--- config.mk ---
export PLATFORM = sky130hd
export DESIGN_NAME = add_sub_ref
export DESIGN_NICKNAME = d
export VERILOG_FILES = /design/src/rtl/add_sub_pkg.sv /design/src/rtl/add_sub_checker_ref.sv
export SDC_FILE = /design/constraint.sdc
export NUM_CORES = 1
export LEC_CHECK = 0
export BUFFER_PORTS_ARGS = -buffer_cell sky130_fd_sc_hd__buf_2
export CORE_MARGIN = 2
export CORE_UTILIZATION = 54
export DETAILED_ROUTE_END_ITERATION = 8
export GPL_TIMING_DRIVEN = 1
export PLACE_DENSITY = 0.93
export SYNTH_ARGS = -nofsm -noshare
export SYNTH_HDL_FRONTEND = slang
export SYNTH_SLANG_ARGS = --single-unit
--- constraint.sdc ---
create_clock -name vclk -period 7.6
set_input_delay 1.14 -clock vclk [all_inputs]
set_output_delay 1.14 -clock vclk [all_outputs]
set_load 0.03 [all_outputs]
--- src/rtl/add_sub_pkg.sv ---
// Shared constants for the add/sub datapath and its result checker.
package add_sub_pkg;

  localparam int DEFAULT_WIDTH = 32;

  localparam logic [2:0] OP_ADD = 3'b000;
  localparam logic [2:0] OP_SUB = 3'b001;

endpackage

--- src/rtl/add_sub_checker_ref.sv ---
// Combinational golden model of the add/sub unit: expected out/carry/zero for one operand set.
module add_sub_ref
  import add_sub_pkg::*;
#(
  parameter int WIDTH = DEFAULT_WIDTH
) (
  input  logic [2:0]       select,
  input  logic [WIDTH-1:0] a,
  input  logic [WIDTH-1:0] b,
  output logic [WIDTH-1:0] exp_out,
  output logic             exp_carry,
  output logic             exp_zero,
  output logic             op_known
);

  logic [WIDTH:0] t;

  // For SUB the extra top bit of t is the borrow.
  always_comb begin
    t        = '0;
    op_known = 1'b0;
    case (select)
      OP_ADD: begin
        t        = {1'b0, a} + {1'b0, b};
        op_known = 1'b1;
      end
      OP_SUB: begin
        t        = {1'b0, a} - {1'b0, b};
        op_known = 1'b1;
      end
      default: ;
    endcase
  end

  assign exp_out   = t[WIDTH-1:0];
  assign exp_carry = t[WIDTH];
  assign exp_zero  = (t[WIDTH-1:0] == '0);

endmodule

# Yosys cells after proc, flatten, opt, wreduce, memory -nomap -nowiden
# Index checks and enable logic that the tools add are counted.
[totals] ff_bits=0 inputBits=67 output_inout_bits=35 word_cells=8
[op_classes] addsub=2 eq_ne=1 n_mux=2 reduce_logical=3
[op_table] op="33-bit one-hot mux with 2 select lines" n=1
[op_table] op="32-bit by 32-bit adder with 33-bit output" n=1
[op_table] op="32-bit by 32-bit subtractor with 33-bit output" n=1
[op_table] op="32-bit logical NOT" n=1
[op_table] op="3-bit by 1-bit == test with 1-bit output (second input constant)" n=1
[op_table] op="3-bit logical NOT" n=1
[op_table] op="2-bit OR reduction" n=1
[op_table] op="1-bit 2-to-1 mux" n=1

# Depth between registers and ports, before layout
[logic_depth] ltp_word=3 mapped_depth=21 mapped_depth_nobuf=20

# Worst setup path before layout
# OpenSTA, ideal clock, no wires.
[synth_path] path_kind="input -> output" startpoint="input select[2]" endpoint="output exp_zero" arrival_ns=5.365 t_required_ns=6.460 setup_slack_ns=1.095 path_stages=19 path_buffers=4 path_cell_list="or2_2 -> clkbuf_1 -> inv_1 -> buf_2 -> and2_1 -> clkbuf_1 -> clkbuf_1 -> nor2_1 -> xnor2_1 -> ha_1 -> a2111oi_4 -> a21oi_2 -> o31a_1 -> o22a_2 -> a311oi_2 -> mux2i_1 -> nor3_2 -> o2111ai_1 -> nor3_2"
[synth_between] elab_chain_len=3 word_cells_on_any_way=4 cone_classes="eq/ne: 1; mux: 1; reduce/logical: 2"
[synth_lines] element="start, declared" line_no="add_sub_checker_ref.sv:7" text="input logic [2:0] select,"
[synth_lines] element="3-bit by 1-bit == test with 1-bit output / 3-bit logical NOT (equally long branches)" line_no="add_sub_checker_ref.sv:22" text="case (select)"
[synth_lines] element="33-bit one-hot mux with 2 select lines (*)" line_no="add_sub_checker_ref.sv:22"
[synth_lines] element="via exp_out[24]" line_no="add_sub_checker_ref.sv:10" text="output logic [WIDTH-1:0] exp_out,"
[synth_lines] element="32-bit logical NOT (*)" line_no="add_sub_checker_ref.sv:37" text="assign exp_zero = (t[WIDTH-1:0] == '0);"
[synth_lines] element="end, declared" line_no="add_sub_checker_ref.sv:12" text="output logic exp_zero,"
# The timed path passes the listed nets; every way through them passes the cells marked *.

# Final worst setup path
[layout_path] startpoint="input b[4]" endpoint="output exp_zero"
[layout_between] elab_chain_len=3 word_cells_on_any_way=4 cone_classes="add/sub: 2; mux: 1; reduce/logical: 1"
[layout_lines] element="start, declared" line_no="add_sub_checker_ref.sv:9" text="input logic [WIDTH-1:0] b,"
[layout_lines] element="32-bit by 32-bit subtractor with 33-bit output / 32-bit by 32-bit adder with 33-bit output (equally long branches)" line_no="add_sub_checker_ref.sv:28, add_sub_checker_ref.sv:24"
[layout_lines] element="33-bit one-hot mux with 2 select lines (*)" line_no="add_sub_checker_ref.sv:22"
[layout_lines] element="32-bit logical NOT (*)" line_no="add_sub_checker_ref.sv:37"
# Mark *: on every way between the ends. The rest lies on a longest branch, timed or not.

==> results.json <==
{
  "outcome": "completed",
  "synth_cells": 424,
  "finalNonFillerCells": 584,
  "worstPathArrival_ns": 5.68,
  "path_buf_inv": 2,
  "drt-initial-drc-count": 208,
  "nFlopsAndLatches": 0,
  "wl_met3_um": 557,
  "layout_common_cells": "buf_2 (102), nor2_1 (51), nand2_1 (44), a21oi_1 (37), ha_1 (33)",
  "grt_max_degree": 34,
  "end_kind": "output pin",
  "critPathKind": "input port to output pin",
  "die_area_um2": 5950,
  "initial_core_util_pct": 56.2,
  "drive_gt1_share_pct": 25.7,
  "highest_layer": "met4",
  "synth_area_um2": 2890,
  "route.met2.wl_um": 4180,
  "cts_setup_buffers": 0,
  "route.antenna.remaining_nets": 0,
  "antenna_cells": 0,
  "fin_util_pct": 66.1,
  "holdBufCountCts": 0,
  "hpwl_um": 7290,
  "max_freq_mhz": 147,
  "powerDensity_nw_per_um2": 113,
  "slowest_delay_ns": 0.40,
  "period_share_pct": 89.7,
  "drt_pre_antenna_iters": 5,
  "syn-num-nets": 525,
  "yosys_warnings": 0,
  "antenna_found_initial": 0,
  "p_leak_nw": 1.64,
  "ios": 102,
  "tns_ns": 0,
  "vias": 3502,
  "ir_worst_vdd_uv": 60.1,
  "register_area_um2": 0,
  "coreArea_um2": 5140,
  "hold_class": "input port to output pin",
  "finalSetupViolations": 0,
  "fin_crit_ns": 6.82,
  "slew_headroom_pct": 51.0,
  "port_buffers": 102,
  "die_x_um": 77.2,
  "mostFrequentLayoutCell": "buf_2",
  "fin_ws_ns": 0.781,
  "crit_top_cell": "nor3_1",
  "post_drt_wl_per_cell_um": 15.1,
  "slew_violations": 0,
  "synth_seq_area_share_pct": 0,
  "nets": 617,
  "grt_pass1_wl_um": 14300,
  "start_kind": "input port",
  "syn_avg_cell_area_um2": 6.82,
  "place_ws_ns": 0.897,
  "wl_met1_um": 3950,
  "grt_pass1_vias": 3213,
  "placed_cells": 584,
  "die_h_um": 77.2,
  "post_cts_resized": 0,
  "synth_top_area_cell": "ha_1",
  "required_ns": 6.46,
  "synth.top_cell.area_share_pct": 14.3,
  "maxCapViolCount": 0,
  "crit_family": "simple AND/OR/NAND/NOR gates",
  "hold_viol_final": 0,
  "synthToLayoutAreaGrowth_pct": 17.5,
  "synth.distinct_cells": 65,
  "placed_area_um2": 3400,
  "grt.overflow.total": 0,
  "place.gp.congestion": 0.933,
  "critPathMaxFanout": 9,
  "rsz0062_at_grt": "no",
  "routed_wl_um": 8810,
  "stdcell_area_um2": 3400,
  "track_usage_pct": 28.0,
  "total_power_mw": 0.384,
  "synth_area_leaders": "ha_1 (14%), xor2_1 (7.6%), xnor2_1 (7.0%)",
  "slowest_stage": "ha_1",
  "nFillCells": 505,
  "clkbuf_count": 0,
  "viasPerCell": 6.00,
  "hold_slack_ns": 2.74,
  "cp_cell_sequence": "buf_2, nor3_1, nand3_1, nor3_1, and2_1, nand2_1, nor3_2, nor2_1, xnor2_1, ha_1, a21oi_1, o21ai_1, a2111oi_2, nand3_1, and3_1, nor3_1, o2111ai_1, nor4_4, o2111ai_1, nor3_2, buf_2",
  "worst_pin_slew_ns": 0.735,
  "drc_errors": 0,
  "fp-row-count": 26
}
## worst paths after layout
path,end,start,depth (start not counted)
worst max-delay path,exp_zero,b[4],21
worst min-delay path,exp_out[0],b[0],4
## cell type report
cell class	instances	area, µm²	area share, %
inverters	18	67.6	1.99
repair buffers	104	526	15.5
well taps	70	87.6	2.58
multi-input cells	392	2720	80.0
## kinds of logic after synthesis
group / after synthesis / synth area share [%]
simple gates: 171 / 29.4
compound gates: 132 / 32.6
xor+xnor: 48 / 14.5
fa+ha+maj: 34 / 15.0
buf+inv: 32 / 6.06
mux: 7 / 2.42
## synth_stat cells (all sizes together) (2+ instances only)
cell type  count
a2111oi        3
a211o          2
a211oi         4
a21boi         3
a21o           7
a21oi         41
a221oi         3
a31oi          6
and2           6
and3           9
buf            5
clkbuf         9
ha            33
inv           18
mux2i          7
nand2         44
nand2b         4
nand3          6
nand4          9
nor2          52
nor2b          3
nor3          18
nor4           8
o2111ai        3
o211ai         3
o21a           7
o21ai         32
o21bai         2
o31a           2
o31ai          5
o41ai          2
or3            5
or4            3
xnor2         23
xor2          25
## power by group
| part | internal (mW) | switching [mW] |
|---|---|---|
| Clock | 0 | 0 |
| Sequential | 0 | 0 |
| Combinational | 0.144 | 0.240 |
## metal layers
metal,up-vias,GRT usage (%)
li1,1745,-
met1,1601,37.4
met2,142,50.1
met3,14,1.29
met4,0,5.18
met5,-,0
(Power assumes the default switching activity.)
